===== config.mk =====
export PLATFORM = sky130hd
export DESIGN_NAME = dmux_rr_scheduler
export DESIGN_NICKNAME = d
export VERILOG_FILES = /design/src/rtl/dmux_rr_scheduler.sv
export SDC_FILE = /design/constraint.sdc
export NUM_CORES = 1
export LEC_CHECK = 0
export ABC_AREA = 1
export BUFFER_PORTS_ARGS = -buffer_cell sky130_fd_sc_hd__buf_2
export CAP_MARGIN = 20
export CORE_MARGIN = 2
export CORE_UTILIZATION = 60
export CTS_BUF_LIST = sky130_fd_sc_hd__clkbuf_2 sky130_fd_sc_hd__clkbuf_4 sky130_fd_sc_hd__clkbuf_8
export DETAILED_ROUTE_END_ITERATION = 8
export PLACE_DENSITY_LB_ADDON = 0.25
export SLEW_MARGIN = 20
export SYNTH_ARGS = -nofsm -noshare
export SYNTH_HDL_FRONTEND = slang
export SYNTH_SLANG_ARGS = --single-unit

===== constraint.sdc =====
create_clock -name clk -period 3.4 [get_ports clk]
set_input_delay 0.17 -clock clk [delete_from_list [all_inputs] [get_ports clk]]
set_output_delay 0.17 -clock clk [all_outputs]
set_load 0.01 [all_outputs]

===== src/rtl/dmux_rr_scheduler.sv =====
// rtl/dmux_rr_scheduler.sv - round-robin burst scheduler feeding a 1:8 demux
module dmux_rr_scheduler #(
    parameter int BURST = 1
) (
    input  logic       clk,
    input  logic       rst,
    input  logic       in_valid,
    input  logic       in_data,
    output logic       in_ready,
    input  logic [7:0] chan_en,
    output logic       data_in,
    output logic [2:0] sel,
    output logic       dmx_valid,
    output logic       frame_done
);

    typedef enum logic {IDLE, RUN} state_t;

    localparam logic [3:0] BURST_LAST = 4'(BURST - 1);

    state_t     state_q, state_d;
    logic [2:0] cur_q, cur_d;
    logic [3:0] bcnt_q, bcnt_d;
    logic       data_in_q, data_in_d;
    logic [2:0] sel_q, sel_d;
    logic       dmx_valid_q, dmx_valid_d;
    logic       frame_done_q, frame_done_d;
    logic       accept;
    logic [2:0] nxt_chan;

    function automatic logic [2:0] lowest_chan(input logic [7:0] en);
        logic [2:0] r;
        r = 3'd0;
        for (int i = 7; i >= 0; i--) begin
            if (en[i]) r = 3'(i);
        end
        return r;
    endfunction

    // Nearest enabled channel after cur, wrapping; falls back to cur itself.
    function automatic logic [2:0] next_chan(input logic [2:0] cur, input logic [7:0] en);
        logic [2:0] r;
        logic [2:0] idx;
        r = cur;
        for (int i = 7; i >= 1; i--) begin
            idx = cur + 3'(i);
            if (en[idx]) r = idx;
        end
        return r;
    endfunction

    assign in_ready = (state_q == RUN) & (|chan_en);
    assign accept   = in_valid & in_ready;
    assign nxt_chan = next_chan(cur_q, chan_en);

    always_comb begin
        state_d      = state_q;
        cur_d        = cur_q;
        bcnt_d       = bcnt_q;
        data_in_d    = 1'b0;
        sel_d        = sel_q;
        dmx_valid_d  = 1'b0;
        frame_done_d = 1'b0;
        case (state_q)
            IDLE: begin
                if (|chan_en) begin
                    state_d = RUN;
                    cur_d   = lowest_chan(chan_en);
                    bcnt_d  = 4'd0;
                end
            end
            RUN: begin
                if (!(|chan_en)) begin
                    state_d = IDLE;
                end else if (accept) begin
                    data_in_d   = in_data;
                    sel_d       = cur_q;
                    dmx_valid_d = 1'b1;
                    if (bcnt_q == BURST_LAST) begin
                        bcnt_d       = 4'd0;
                        cur_d        = nxt_chan;
                        frame_done_d = (nxt_chan <= cur_q);
                    end else begin
                        bcnt_d = bcnt_q + 4'd1;
                    end
                end
            end
            default: state_d = IDLE;
        endcase
    end

    always_ff @(posedge clk) begin
        if (rst) begin
            state_q      <= IDLE;
            cur_q        <= 3'd0;
            bcnt_q       <= 4'd0;
            data_in_q    <= 1'b0;
            sel_q        <= 3'd0;
            dmx_valid_q  <= 1'b0;
            frame_done_q <= 1'b0;
        end else begin
            state_q      <= state_d;
            cur_q        <= cur_d;
            bcnt_q       <= bcnt_d;
            data_in_q    <= data_in_d;
            sel_q        <= sel_d;
            dmx_valid_q  <= dmx_valid_d;
            frame_done_q <= frame_done_d;
        end
    end

    assign data_in    = data_in_q;
    assign sel        = sel_q;
    assign dmx_valid  = dmx_valid_q;
    assign frame_done = frame_done_q;

endmodule


After elaboration in Yosys (flattened, before gate mapping)
Index checks and enable logic that the tools add are counted.
{"block": "totals", "reg_bits": 14, "out_inout_bits": 7, "elab_cells": 82}
{"block": "op_classes", "n_addsub": 8, "n_lt_le_gt_ge": 8, "eq_ne": 4, "n_mux": 41, "bitwise": 6, "reduce_logical": 8}
{"cell": "two-way mux 3 bit", "count": 19}
{"cell": "less-than comparator 3 x 4 -> 1 bit, second input constant", "count": 7}
{"cell": "binary-select mux 1 bit (select 3 bit)", "count": 7}
{"cell": "two-way mux 4 bit", "count": 4}
{"cell": "adder 3 bit, second input constant", "count": 4}
{"cell": "two-way mux 1 bit", "count": 9}
{"cell": "one-hot mux 4 bit (2 select lines)", "count": 1}
{"cell": "OR reduction 8 bit", "count": 1}
{"cell": "adder 3 x 2 -> 3 bit, second input constant", "count": 2}
{"cell": "!= test 2 x 1 -> 1 bit, second input constant", "count": 3}
{"cell": "one-hot mux 3 bit (2 select lines)", "count": 1}
{"cell": "AND reduction 3 bit", "count": 2}
{"cell": "OR reduction 5 bit", "count": 1}
{"cell": "adder 4 x 1 -> 4 bit, second input constant", "count": 1}
{"cell": "logical NOT 4 bit", "count": 1}
{"cell": "inverter 1 bit", "count": 4}
{"cell": "AND reduction 4 bit", "count": 1}
{"cell": "OR reduction 4 bit", "count": 1}
{"cell": "adder 3 x 1 -> 3 bit, second input constant", "count": 1}
{"cell": "less-or-equal comparator 3 bit", "count": 1}
{"cell": "OR reduction 3 bit", "count": 1}
{"cell": "bitwise AND 1 bit", "count": 2}
{"cell": "!= test 2 bit, second input constant", "count": 1}

Longest topological paths before layout
{"block": "logic_depth", "word_depth": 14, "ltp_mapped": 21}

Worst setup path before layout
No wires, ideal clock.
{"block": "synth_timing", "path_type": "flip-flop to flip-flop", "startpoint": "register cur_q[0]", "endpoint": "register frame_done_q, in the netlist frame_done", "setup_time_ns": 0.078, "arrival_time_ns": 2.311, "slack_ns": 1.011, "path_stages_with_launch": 18, "n_path_buf": 1, "period_less_slack_ns": 2.389, "path_cell_list": "dfxtp_1 inv_2 buf_6 ha_1 inv_2 nand3_1 nand3_2 nand2_1 nand3_1 nand3_1 nand2_1 nand2_1 nand2_1 a21boi_0 ha_1 a21oi_1 a32oi_1 nor3_1"}
{"block": "synth_between", "elab_chain_len": 11}
{"item": "from (decl)", "line": "22", "text": "logic [2:0] cur_q, cur_d;"}
{"item": "from (signal assigned)", "line": "103", "text": "cur_q <= cur_d;"}
{"item": "adder 3 bit", "line": "46", "text": "idx = cur + 3'(i);"}
{"item": "binary-select mux 1 bit (select 3 bit)", "line": "47", "text": "if (en[idx]) r = idx;"}
{"item": "two-way mux 1 bit (implied by the code)", "line": "47"}
{"item": "two-way mux 3 bit (7 in a row)", "line": "47"}
{"item": "less-or-equal comparator 3 bit *", "line": "82", "text": "frame_done_d = (nxt_chan <= cur_q);"}
{"item": "to (signal assigned)", "line": "108", "text": "frame_done_q <= frame_done_d;"}
{"item": "to (decl)", "line": "27", "text": "logic frame_done_q, frame_done_d;"}
Mark *: on every way between the ends. The rest lies on a longest branch, timed or not. The select of a mux whose other input is x is not followed.
A chain may end at the register's enable or synchronous reset.

Worst setup path after layout
Ends and elaborated chain as after synthesis.

==> results.yml <==
clocking:
  cts_tree: "done"
  cts_setup_buffers: 0
  cts_num_sinks: 14
  post_cts_resized: 0
  cts_max_path_buffers: 2
  worstSkewPairLatency_ns: 0.28
  cts_max_level: 1
  clkTransAtPathRegs_ns: 0.08
  cts_buffers: 3
  root_buffer: "clkbuf_4"
  cts_hold_buf: 0
pwr:
  powerDensity_mw_per_mm2: 540
  ir_worst_vdd_uv: 455
  p_leak_nw: 0.811
timing:
  drv_slew: 0
  setup_viol: 0
  max_slew_margin_pct: 71.0
  hold_viol: 0
  fmax_mhz: 361
  period_minus_slack_ns: 2.77
  skew_ns: 0.00686
  tns_ns: 0
  worstMarginPinSlew_ns: 0.434
  rsz0062_at_grt: "no"
  finalCritPeriodShare_pct: 81.5
route:
  wl_per_cell_um: 11.5
  vias_per_cell: 5.22
  drt_iter0_drc: 27
  final_antenna_net_count: 0
  firstDrtPassIters: 4
  drcViolationCount: 0
  drt-total-wl_mm: 3.07
  vias: 1393
grt:
  grt_antenna_before_repair: 0
  globalRouteTotalUtil_pct: 25.6
  grt_overflow: 0
  grt_start_max_net_pins: 14
  grt_pass1_vias: 1298
  grt_pass1_wl_mm: 5.38
yosys:
  yosysSeqAreaShare_pct: 19.8
  yosys.area.top_type_share_pct: 19.8
  synth_cell_types: 29
  postSynthAreaPerCell_um2: 6.42
  synth_seq_cells: 14
  synthesis.area_mm2: 0.00141
  synth_area_leader_cell: "dfxtp_1"
  synth_warnings: 0
  syn_inst: 220
  syn-num-nets: 239
  yosys-top-cells-area: "dfxtp_1, nand2_1, nand3_1"
critical_path:
  timing_worst_setup_path_type: "reg -> reg"
  rr_endpoint: "frame_done$_SDFF_PP0_"
  cp-end-kind: "flip-flop"
  start_kind: "flip-flop"
  worstReg2RegStart: "cur_q[0]$_SDFFE_PP0P_"
  reg2reg_slack_ns: 0.63
  path_max_fanout: 13
  cp.arrival_ns: 2.97
  cp_data_required_time_ns: 3.60
  reg2reg_depth: 17
finish:
  final_cell_mix: "nand2_1, nand3_1, inv_1, nand2_2, buf_2"
  final_common_cell: "nand2_1"
  nets: 260
  n_antenna_cell: 0
  stdcell_area_mm2: 0.00153
  drive_gt1_share_pct: 28.9
  synthToLayoutAreaGrowth_pct: 8.33
worst_hold_path:
  whs_path_depth: 3
  min_from: "in_data"
  hold_class: "in -> reg"
  hold_path_end: "data_in$_SDFF_PP0_"
die:
  die_w_um: 52.5
  core_area_mm2: 0.00221
  fp.dieH_um: 52.5
  start_util_pct: 63.9
  rows: 17
  die-area_mm2: 0.00276
  io_pins: 19
run:
  cap_violations: 0
placement:
  port_buffers: 18
  dpl_cell_area_mm2: 0.00151
  gp_congestion: 0.879
  dp_hpwl_mm: 2.53
run_status:
  status: "completed"
[Yosys cell counts]
| library cell | instances |
|---|---|
| a21boi_0 | 2 |
| a21oi_1 | 16 |
| a21oi_2 | 2 |
| a31oi_1 | 1 |
| a32o_1 | 1 |
| a32oi_1 | 1 |
| buf_6 | 4 |
| clkinv_1 | 1 |
| dfxtp_1 | 14 |
| ha_1 | 7 |
| inv_1 | 22 |
| inv_2 | 9 |
| inv_4 | 2 |
| nand2_1 | 54 |
| nand2_2 | 18 |
| nand3_1 | 26 |
| nand3_2 | 10 |
| nand3b_1 | 1 |
| nand4_1 | 1 |
| nor2_1 | 12 |
| nor2_2 | 1 |
| nor2_4 | 1 |
| nor3_1 | 2 |
| nor4_4 | 1 |
| o21ai_0 | 7 |
| o21ai_1 | 1 |
| o21bai_2 | 1 |
| xnor2_2 | 1 |
| xor2_1 | 1 |
[cell families after synthesis]
kind of cell             count (synthesis)  synth area share, %
XOR/XNOR                                 2                 1.77
flip-flops                              14                 19.8
AND/OR/NAND/NOR                        127                 46.2
buffers and inverters                   38                 12.6
AO/OA/AOI/OAI                           32                 13.4
adder cells (fa/ha/maj)                  7                 6.20
[power breakdown]
| part | switching [mW] | internal [mW] |
|---|---|---|
| Sequential | 0.0116 | 0.176 |
| Combinational | 0.346 | 0.203 |
| Clock | 0.0475 | 0.0411 |
[layer usage]
| layer | routed length, um | up-vias | global-route usage, % |
|---|---|---|---|
| met5 | 0 | - | 0 |
| met4 | 52 | 0 | 5.13 |
| met3 | 117 | 7 | 0.857 |
| met2 | 1500 | 33 | 48.8 |
| met1 | 1400 | 596 | 31.5 |
| li1 | - | 757 | - |
[how the worst max path moves through the flow]
stage / slack [ns] / end / startpoint / cells after the start
floorplan: 1.01 / frame_done$_SDFF_PP0_ / cur_q[0]$_SDFFE_PP0P_ / 17
global placement: 0.77 / frame_done$_SDFF_PP0_ / cur_q[0]$_SDFFE_PP0P_ / 17
detailed placement: 0.69 / frame_done$_SDFF_PP0_ / cur_q[0]$_SDFFE_PP0P_ / 17
CTS: 0.67 / frame_done$_SDFF_PP0_ / cur_q[0]$_SDFFE_PP0P_ / 17
global route: 0.42 / frame_done$_SDFF_PP0_ / cur_q[0]$_SDFFE_PP0P_ / 17
finish: 0.63 / frame_done$_SDFF_PP0_ / cur_q[0]$_SDFFE_PP0P_ / 17
[critical path, stage by stage, from the launching register on]
cell	delay, ns
dfxtp_1	0.31
buf_4	0.17
inv_2	0.14
ha_1	0.47
inv_2	0.11
nand3_1	0.14
nand3_2	0.11
nand2_1	0.07
nand3_1	0.07
nand3_1	0.07
nand2_1	0.06
nand2_1	0.05
nand2_1	0.06
a21boi_0	0.17
ha_1	0.28
a21oi_1	0.13
a32oi_1	0.07
nor3_1	0.19
[area by class of cell]
type                            instances  area [um2]
Clock buffer                            3        22.5
Fill cell                             188         682
Inverter                               34         133
Multi-Input combinational cell        168         955
Sequential cell                        14         280
Tap cell                               28        35.0
Timing Repair Buffer                   20         105
[state kept, by name, summed over array words and instances (netlist names)]
signal / cells
frame_done: 1
cur_q: 3
data_in: 1
state_q: 1
bcnt_q: 4
sel: 3
dmx_valid: 1
[metrics by stage]
| stage | power (mW) | setup WS, ns | util (%) | std cells | hold slack [ns] |
|---|---|---|---|---|---|
| 6_report | 0.826 | 0.629 | 69.2 | 267 | 0.106 |
| 5_1_grt | 0.909 | 0.419 | 69.2 | 267 | 0.123 |
| 4_1_cts | 0.827 | 0.671 | 69.2 | 267 | 0.101 |
| 3_5_place_dp | 0.737 | 0.691 | 68.2 | 264 | 0.394 |
| 3_3_place_gp | 0.730 | 0.770 | 68.2 | 264 | 0.388 |
| 2_1_floorplan | 0.642 | 1.01 | - | 220 | 0.239 |
Power figures use the tool's default switching activity.
